## src/rtl/siso_pkg.sv

```systemverilog
// Shared types and sizing helpers for the SISO frame controller.
package siso_pkg;
  typedef enum logic [1:0] {IDLE, SHIFT, FLUSH, DONE} state_t;

  function automatic int cnt_width(input int data_w, input int depth);
    return $clog2(data_w + depth + 1);
  endfunction
endpackage

```

## src/rtl/siso_en.sv

```systemverilog
// DEPTH-stage serial-in/serial-out chain, advancing only when shift_en is high.
module siso_en #(
  parameter int DEPTH = 4
) (
  input  logic clk,
  input  logic reset,
  input  logic shift_en,
  input  logic serial_in,
  output logic serial_out
);
  logic [DEPTH-1:0] r_stage;

  always_ff @(posedge clk or negedge reset) begin
    if (!reset) begin
      r_stage <= '0;
    end else if (shift_en) begin
      r_stage[0] <= serial_in;
      for (int i = 1; i < DEPTH; i++) r_stage[i] <= r_stage[i-1];
    end
  end

  assign serial_out = r_stage[DEPTH-1];
endmodule

```

## src/rtl/siso_frame_ctrl.sv

```systemverilog
// Load/shift/flush/capture sequencer: serialises a word through the SISO chain
// and reassembles the bits leaving the chain end into a parallel output word.
module siso_frame_ctrl
  import siso_pkg::*;
#(
  parameter int DATA_W    = 8,
  parameter int DEPTH     = 4,
  parameter int LSB_FIRST = 0
) (
  input  logic              clk,
  input  logic              reset,
  input  logic              in_valid,
  output logic              in_ready,
  input  logic [DATA_W-1:0] in_data,
  output logic              out_valid,
  input  logic              out_ready,
  output logic [DATA_W-1:0] out_data,
  output logic              busy,
  output logic              serial_mon
);
  localparam int N  = DATA_W + DEPTH;
  localparam int CW = cnt_width(DATA_W, DEPTH);
  localparam logic [CW-1:0] LAST_SHIFT = CW'(DATA_W - 1);
  localparam logic [CW-1:0] LAST_FLUSH = CW'(N - 1);
  localparam logic [CW-1:0] CAP_START  = CW'(DEPTH);

  state_t            r_state, w_next;
  logic [CW-1:0]     r_cnt;
  logic [DATA_W-1:0] r_tx, r_rx, r_out_data, w_rx_next;
  logic              r_out_valid;
  logic              w_shift_en, w_chain_in, w_mon, w_capture, w_frame_end;

  siso_en #(.DEPTH(DEPTH)) u_chain (
    .clk       (clk),
    .reset     (reset),
    .shift_en  (w_shift_en),
    .serial_in (w_chain_in),
    .serial_out(w_mon)
  );

  always_ff @(posedge clk or negedge reset) begin
    if (!reset) r_state <= IDLE;
    else        r_state <= w_next;
  end

  always_comb begin
    w_next     = r_state;
    w_shift_en = 1'b0;
    w_chain_in = 1'b0;
    case (r_state)
      IDLE:  if (in_valid) w_next = SHIFT;
      SHIFT: begin
        w_shift_en = 1'b1;
        w_chain_in = (LSB_FIRST != 0) ? r_tx[0] : r_tx[DATA_W-1];
        if (r_cnt == LAST_SHIFT) w_next = FLUSH;
      end
      FLUSH: begin
        w_shift_en = 1'b1;
        if (r_cnt == LAST_FLUSH) w_next = DONE;
      end
      DONE:  if (out_ready) w_next = IDLE;
      default: w_next = IDLE;
    endcase
  end

  // The first data bit reaches the chain end DEPTH cycles into the frame.
  assign w_capture   = w_shift_en && (r_cnt >= CAP_START);
  assign w_frame_end = (r_state == FLUSH) && (r_cnt == LAST_FLUSH);
  assign w_rx_next   = (LSB_FIRST != 0) ? {w_mon, r_rx[DATA_W-1:1]}
                                        : {r_rx[DATA_W-2:0], w_mon};

  always_ff @(posedge clk or negedge reset) begin
    if (!reset) begin
      r_cnt       <= '0;
      r_tx        <= '0;
      r_rx        <= '0;
      r_out_data  <= '0;
      r_out_valid <= 1'b0;
    end else begin
      if (r_state == IDLE && in_valid) begin
        r_tx  <= in_data;
        r_rx  <= '0;
        r_cnt <= '0;
      end else if (w_shift_en) begin
        r_cnt <= r_cnt + CW'(1);
        r_tx  <= (LSB_FIRST != 0) ? (r_tx >> 1) : (r_tx << 1);
        if (w_capture) r_rx <= w_rx_next;
      end
      // Output word is latched once per frame so it stays put across the handshake.
      if (w_frame_end) begin
        r_out_valid <= 1'b1;
        r_out_data  <= w_rx_next;
      end else if (r_state == DONE && out_ready) begin
        r_out_valid <= 1'b0;
      end
    end
  end

  assign in_ready   = (r_state == IDLE);
  assign busy       = (r_state == SHIFT) || (r_state == FLUSH);
  assign out_valid  = r_out_valid;
  assign out_data   = r_out_data;
  assign serial_mon = w_mon;
endmodule

```

## config.mk

```make
export PLATFORM = sky130hd
export DESIGN_NAME = siso_frame_ctrl
export DESIGN_NICKNAME = d
export VERILOG_FILES = /design/src/rtl/siso_pkg.sv /design/src/rtl/siso_en.sv /design/src/rtl/siso_frame_ctrl.sv
export SDC_FILE = /design/constraint.sdc
export NUM_CORES = 1
export LEC_CHECK = 0
export BUFFER_PORTS_ARGS = -buffer_cell sky130_fd_sc_hd__buf_2
export CORE_ASPECT_RATIO = 1.25
export CORE_MARGIN = 2
export CORE_UTILIZATION = 55
export DETAILED_ROUTE_END_ITERATION = 16
export PLACE_DENSITY_LB_ADDON = 0.2
export SLEW_MARGIN = 20
export SYNTH_ARGS = -nofsm -noshare
export SYNTH_HDL_FRONTEND = slang
export SYNTH_SLANG_ARGS = --single-unit
```

## constraint.sdc

```tcl
create_clock -name clk -period 4.7 [get_ports clk]
set_input_delay 0.235 -clock clk [delete_from_list [all_inputs] [get_ports clk]]
set_output_delay 0.235 -clock clk [all_outputs]
set_load 0.01 [all_outputs]
```

==> results of run 1 <==
[timing repair]
item,CTS,global route
endpoints found under the setup margin,0,0
buffers inserted,0,0
endpoints found under the hold margin,34,0
hold buffers,1,0
[power groups by stage]
stage | combinational, W | sequential [W] | clock [W]
after detailed placement | 0.000488 | 0.000495 | 0
after global placement | 0.000472 | 0.000490 | 0
after CTS | 0.000489 | 0.000489 | 0.000283
final | 0.000480 | 0.000488 | 0.000274
after global routing | 0.000552 | 0.000505 | 0.000295
after floorplan | 0.000370 | 0.000493 | 0
[cell families (layout without fill, tap and decap cells)]
family,after synthesis,after routing,synth area share [%]
AOI/OAI and AO/OA,16,16,5.79
xor gates and xnor gates,3,3,1.74
adders and majority gates,7,7,5.79
buffers and inverters,13,39,3.47
DFF,34,34,56.2
muxes,19,19,13.6
and+or+nand+nor,45,45,13.3
[routing by layer]
metal / wire length [microns] / global-route usage, % / vias to the layer above
met5: 0 / 0 / -
met4: 42 / 7.43 / 0
met3: 102 / 6.46 / 5
met2: 1230 / 29.9 / 22
met1: 970 / 20.8 / 493
li1: - / - / 513
[cells in the mapped netlist]
library cell / number / area (sq um)
dfrtp_1: 34 / 851
nand2_1: 23 / 86.3
o21ai_0: 13 / 65.1
nand3_1: 12 / 60.1
mux2_2: 9 / 101
mux2i_1: 9 / 90.1
ha_1: 7 / 87.6
inv_1: 7 / 26.3
nor2_1: 5 / 18.8
buf_2: 3 / 15.0
clkbuf_1: 3 / 11.3
nand3b_1: 2 / 15.0
xor2_1: 2 / 17.5
a222oi_1: 1 / 10.0
and2_1: 1 / 6.26
mux2_4: 1 / 15.0
nand4_1: 1 / 6.26
nand4b_1: 1 / 8.76
o21ai_1: 1 / 5.00
o31ai_1: 1 / 7.51
xnor2_1: 1 / 8.76
[worst reg2reg max path, stage by stage, from the launching register on]
cell,delay [ps]
dfrtp_1,390
inv_1,110
ha_1,800
o21ai_1,350
nand2_1,300
nand3_1,110
o21ai_0,90
[path summary, 6_finish.rpt]
path                                        startpoint                      end  slack [ps]  cells after the start
worst max register to register  r_state[0]$_DFFE_PN0P_      r_rx[6]$_DFFE_PN0P_        2480                      6
worst min-delay path                        in_data[0]      r_tx[0]$_DFFE_PN0P_          90                      3
min in group asynchronous                        reset  out_data[7]$_DFFE_PN0P_         480                      2
max in group asynchronous                        reset     r_cnt[1]$_DFFE_PN0P_        3750                      2
worst min register to register   out_valid$_DFFE_PN0P_    out_valid$_DFFE_PN0P_         480                      2
worst max-delay path            r_state[0]$_DFFE_PN0P_      r_rx[6]$_DFFE_PN0P_        2480                      6
[cell type report]
cell class	instances	area share, %
multi-input cells	90	34.5
inverters	7	1.49
clock buffers	6	2.91
flip-flops and latches	34	48.2
clock inverters	2	3.40
well taps	34	2.41
repair buffers	24	7.09
[sequential cells by signal, summed over array words and instances (netlist names)]
register	cells
r_tx	8
r_rx	7
r_state	2
u_chain.r_stage	4
r_cnt	4
out_valid	1
out_data	8
[stage by stage]
stage / cell area [sq um] / utilization (%) / setup WS, ps / total power (W) / instances
floorplan: 1510 / - / 2990 / 0.000863 / 137
global placement: 1640 / 62.0 / 2620 / 0.000962 / 188
detailed placement: 1640 / 62.0 / 2470 / 0.000983 / 188
CTS: 1770 / 66.5 / 2460 / 0.00126 / 197
global route: 1770 / 66.5 / 2230 / 0.00135 / 197
finish: 1770 / 66.5 / 2480 / 0.00124 / 197
==> results.txt, run 1 <==
Pre-Repair DR Iteration Count -> 4
Switching pwr -> 0.000429 W
Sink count of the clock tree -> 34
Synthesized area per cell -> 11.0 sq um
Die ar. -> 0.00319 sq mm
Clock Tree Buf Depth -> 2
Max stage delay cell, worst path -> ha_1
Buffers on Ports -> 23
Family with the most delay on the worst path -> adder cells
Crit share post-route -> 47.3%
Number of cells produced by synthesis -> 137
Clock root buffer master -> clkbuf_4
DR iter-0 viols -> 34
Combinational cell fraction of total power -> 38.6%
Estimated wirelength of the detail-placed design -> 1660 microns
Hold WS -> 91.8 ps
Power per cell area -> 704 mW/mm^2
Ratio of cells with drive above 1 in the final layout -> 25.2%
Hold WC Path Type -> in2reg
Total wire length -> 2340 microns
Critical-path maximum fanout -> 20
Row cnt -> 21
Wire length per cell after detailed routing -> 11.9 microns
Per-cell via count in the routed design -> 5.24
Resized cells post-CTS -> 0
Filler Cell Count -> 232
Area occupied by registers -> 851 sq um
Largest net degree at the start of global routing -> 35
Combined buffer and inverter count along the critical path -> 1
Minimum clock period after layout -> 2220 ps
Switching share of total power -> 34.5%
Arrival time worst endpoint -> 2480 ps
Endpoints failing hold -> 0
Number of global-route vias before repair -> 1016
Run status -> finished clean
Lkg Pwr -> 0.886 nW
Synthesized flop and latch total -> 34
Clock group share of total power -> 22.1%
Critical Path Sink Type -> register
Final Max Slew Viols -> 0
Top Ports -> 24
Syn nets -> 156
Slowest Stage Delay on Critical Path -> 790 ps
Worst Tran Pin Value -> 748 ps
Initial Util -> 57.0%
Clock buffer count from CTS -> 5
CTS HTree Levels -> 2
Vias -> 1033
Kind of critical path -> reg2reg
Required time at the endpoint of the critical path -> 4960 ps
Clock insertion delay at the later pin of the skew report -> 330 ps
DIE WIDTH -> 50.9 microns
Max IR drop VDD -> 0.000573 V
Number of antenna violations at the first check in global routing -> 0
CTS tree -> done
Most frequent standard cell in the layout excluding fill and tap cells -> dfrtp_1
Final weighted congestion in routability-driven placement -> 0.790
Number of distinct standard cells referenced by the synthesized netlist -> 21
Post-synth design cell area -> 0.00151 sq mm
Final setup fails -> 0
Number of nets with antenna violations after detailed routing -> 0
Multi-input gate area -> 609 sq um
Max_cap viols -> 0
Count of synthesis-stage warnings from yosys -> 0
Total Routing Usage GR -> 18.1%
Die Height -> 62.6 microns
CTS clock-pin slew for the worst setup and hold paths -> 100 ps
Int Power -> 0.000814 W
Highest achievable clock rate -> 0.450 GHz
Type of origin of the critical path -> register
Share of the yosys chip area belonging to registers -> 56.2%
Total Nets Final -> 181
Worst max-slew margin expressed relative to the limit -> 50.1%
Setup Skew -> 5.97 ps
Area grow syn2layout -> 16.7%
DRC -> 0
Reg power frac -> 39.3%
Cells along the critical path -> inv_1, ha_1, o21ai_1, nand2_1, nand3_1, o21ai_0
Placeable Area -> 0.00265 sq mm
Global-route wire length before repair -> 4310 microns
TNS Setup -> 0 ps
Most frequent cells in the layout -> dfrtp_1 (34), nand2_1 (23), buf_2 (23), o21ai_0 (13), nand3_1 (12)
Total global routing overflow -> 0
ANT cells -> 0
Setup repair after global routing missed its margin -> no
Power figures use the tool's default switching activity.
==> run 2: changes to the inputs <==
==> constraint.sdc (replaced) <==
create_clock -name clk -period 2.1 [get_ports clk]
set_input_delay 0.105 -clock clk [delete_from_list [all_inputs] [get_ports clk]]
set_output_delay 0.105 -clock clk [all_outputs]
set_load 0.01 [all_outputs]
==> run 2 against run 1 <==
Count of clock-buffer cells in the layout is 1 lower; sequential power is 130% higher; sequential share of layout area is 1.6 points lower; largest cell class unchanged; worst setup slack worse by 2100 ps; critical path depth is 2 lower.
==> results.txt, run 2 (synthesized netlist as in run 1, its figures left out) <==
Total wire length -> 2740 microns (+17%)
Max IR drop VDD -> 0.000827 V (+44%)
Final setup fails -> 0 (unchanged)
Worst max-slew margin expressed relative to the limit -> 51.9% (+1.7 points)
Die ar. -> 0.00319 sq mm (unchanged)
Arrival time worst endpoint -> 1970 ps (-510 ps)
Critical-path maximum fanout -> 11 (-45%)
Required time at the endpoint of the critical path -> 2320 ps (-2640 ps)
Post-route core utilization -> 68.8% (+2.3 points)
Die Height -> 62.6 microns (unchanged)
Global-route wire length before repair -> 4970 microns (+15%)
Endpoints failing hold -> 0 (unchanged)
Top Ports -> 24 (unchanged)
Number of nets with antenna violations after detailed routing -> 0 (unchanged)
Total Nets Final -> 191 (+5.5%)
Crit share post-route -> 83.4% (+36 points)
Area occupied by registers -> 851 sq um (unchanged)
CTS HTree Levels -> 2 (unchanged)
Launch point of the worst hold path -> out_ready
Per-cell via count in the routed design -> 5.23 (-0.32%)
Number of instances in the placed design -> 190 (+1.1%)
Resized cells post-CTS -> 0 (unchanged)
Largest net degree at the start of global routing -> 35 (unchanged)
Cells along the critical path -> inv_1, ha_1, nand4b_1, mux2_2
Clock group share of total power -> 17.1% (-5.0 points)
TNS Setup -> 0 ps (unchanged)
DIE WIDTH -> 50.9 microns (unchanged)
Kind of critical path -> reg2reg
Clock buffer count from CTS -> 5 (unchanged)
Most frequent cells in the layout -> dfrtp_1 (34), nand2_1 (23), buf_2 (23), o21ai_0 (13), nand3_1 (12)
Int Power -> 0.00169 W (+110%)
Pre-Repair DR Iteration Count -> 4 (unchanged)
Routed met2 length -> 1450 microns (+18%)
Multi-input gate area -> 609 sq um (unchanged)
CTS tree -> done
Final Max Slew Viols -> 0 (unchanged)
Hold WC Path Type -> in2reg
Placeable Area -> 0.00265 sq mm (unchanged)
Reg-to-reg setup timing slack -> 350 ps (-2130 ps)
Critical Path Sink Type -> register
DR iter-0 viols -> 23 (-32%)
Vias -> 1082 (+4.7%)
Slowest Stage Delay on Critical Path -> 440 ps (-350 ps)
Sink count of the clock tree -> 34 (unchanged)
Top Layer Used -> met4
Hold worst-path end -> out_valid$_DFFE_PN0P_
Total global routing overflow -> 0 (unchanged)
Setup repair after global routing missed its margin -> no
Lkg Pwr -> 0.915 nW (+3.3%)
Ratio of cells with drive above 1 in the final layout -> 24.9% (-0.30 points)
Worst Tran Pin Value -> 722 ps (-25.7 ps)
Type of origin of the critical path -> register
Clock root buffer master -> clkbuf_4
Clock Tree Buf Depth -> 2 (unchanged)
DRC -> 0 (unchanged)
Setup bufs post-CTS -> 0 (unchanged)
Post-route non-filler standard cell count -> 207 (+5.1%)
Max_cap viols -> 0 (unchanged)
Worst flop-to-flop path endpoint -> out_data[0]$_DFFE_PN0P_
Area grow syn2layout -> 20.8%
Most frequent standard cell in the layout excluding fill and tap cells -> dfrtp_1
Highest achievable clock rate -> 0.571 GHz (+27%)
Number of cells on the worst hold path -> 4 (+1)
Number of global-route vias before repair -> 1097 (+8.0%)
Area of all placed cells without fillers -> 0.00183 sq mm (+3.5%)
Initial Util -> 57.0% (unchanged)
Row cnt -> 21 (unchanged)
Run status -> finished clean
Estimated wirelength of the detail-placed design -> 1890 microns (+14%)
Buffers on Ports -> 23 (unchanged)
FF-to-FF path depth -> 4 (-2)
Final weighted congestion in routability-driven placement -> 0.763 (-3.4%)
Combinational cell fraction of total power -> 41.9% (+3.3 points)
Wire length per cell after detailed routing -> 13.3 microns (+12%)
Switching pwr -> 0.00100 W (+130%)
Worst R2R Start -> r_state[0]$_DFFE_PN0P_
Total Routing Usage GR -> 21.4% (+3.4 points)
Setup Skew -> 11.3 ps (+5.33 ps)
Power per cell area -> 1470 mW/mm^2 (+110%)
Switching share of total power -> 37.2% (+2.7 points)
Minimum clock period after layout -> 1750 ps (-471 ps)
Standard cell area after detailed placement -> 0.00166 sq mm (+0.91%)
ANT cells -> 0 (unchanged)
CTS clock-pin slew for the worst setup and hold paths -> 100 ps (about the same)
Filler Cell Count -> 214 (-7.8%)
Reg power frac -> 41.0% (+1.7 points)
Met3 wire len -> 115 microns (+13%)
Routed metal-1 wirelength -> 1120 microns (+15%)
Number of antenna violations at the first check in global routing -> 0 (unchanged)
Clock insertion delay at the later pin of the skew report -> 340 ps (about the same)
Max stage delay cell, worst path -> mux2_2
[run 2: stage by stage]
stage          hold slack [ps]  power (W)  setup WS (ps)
3_3_place_gp               202    0.00219            425
6_report                  25.4    0.00269            349
4_1_cts                   10.1    0.00273            323
2_1_floorplan             -191    0.00193            395
5_1_grt                   50.1    0.00294            121
3_5_place_dp               208    0.00225            349
[run 2: worst max path at each step]
| stage | start | to | cells after the start |
|---|---|---|---|
| after global routing | r_state[0]$_DFFE_PN0P_ | out_data[0]$_DFFE_PN0P_ | 4 |
| after floorplan | r_state[0]$_DFFE_PN0P_ | r_rx[0]$_DFFE_PN0P_ | 7 |
| after global placement | r_state[0]$_DFFE_PN0P_ | out_data[2]$_DFFE_PN0P_ | 4 |
| final | r_state[0]$_DFFE_PN0P_ | out_data[0]$_DFFE_PN0P_ | 4 |
| after CTS | r_state[1]$_DFFE_PN0P_ | busy | 4 |
| after detailed placement | r_state[0]$_DFFE_PN0P_ | out_data[4]$_DFFE_PN0P_ | 4 |
[run 2: layer usage]
layer,up-vias,GRT usage [%]
met3,7,6.46
met4,0,9.12
met1,516,23.3
met5,-,0
li1,532,-
met2,27,37.5
[run 2: final cells by class]
type	count	share of cell area (%)
tap	34	2.33
timing repair buffer	34	12.1
clock inverter	3	2.19
multi-input combinational	90	33.4
clock buffer	5	2.05
inverter	7	1.44
sequential	34	46.6
[run 2: critical path, delay by kind of cell (launching register included)]
family,cells,cell delay [ps]
adder cells (fa/ha/maj),1,190
AND/OR/NAND/NOR,1,430
flip-flops,1,420
multiplexers,1,440
buffers and inverters,1,160
[run 2: power groups by stage]
stage | Sequential [W] | Combinational [W] | Clock [W]
after detailed placement | 0.00112 | 0.00113 | 0
after global placement | 0.00110 | 0.00109 | 0
after global routing | 0.00114 | 0.00129 | 0.000510
final | 0.00110 | 0.00113 | 0.000462
after floorplan | 0.00110 | 0.000829 | 0
after CTS | 0.00111 | 0.00115 | 0.000478
[run 2: repair_timing]
item,4_1_cts,5_1_grt
endpoints found under the hold margin,42,0
setup endpoints to repair,0,0
hold buffers,9,0
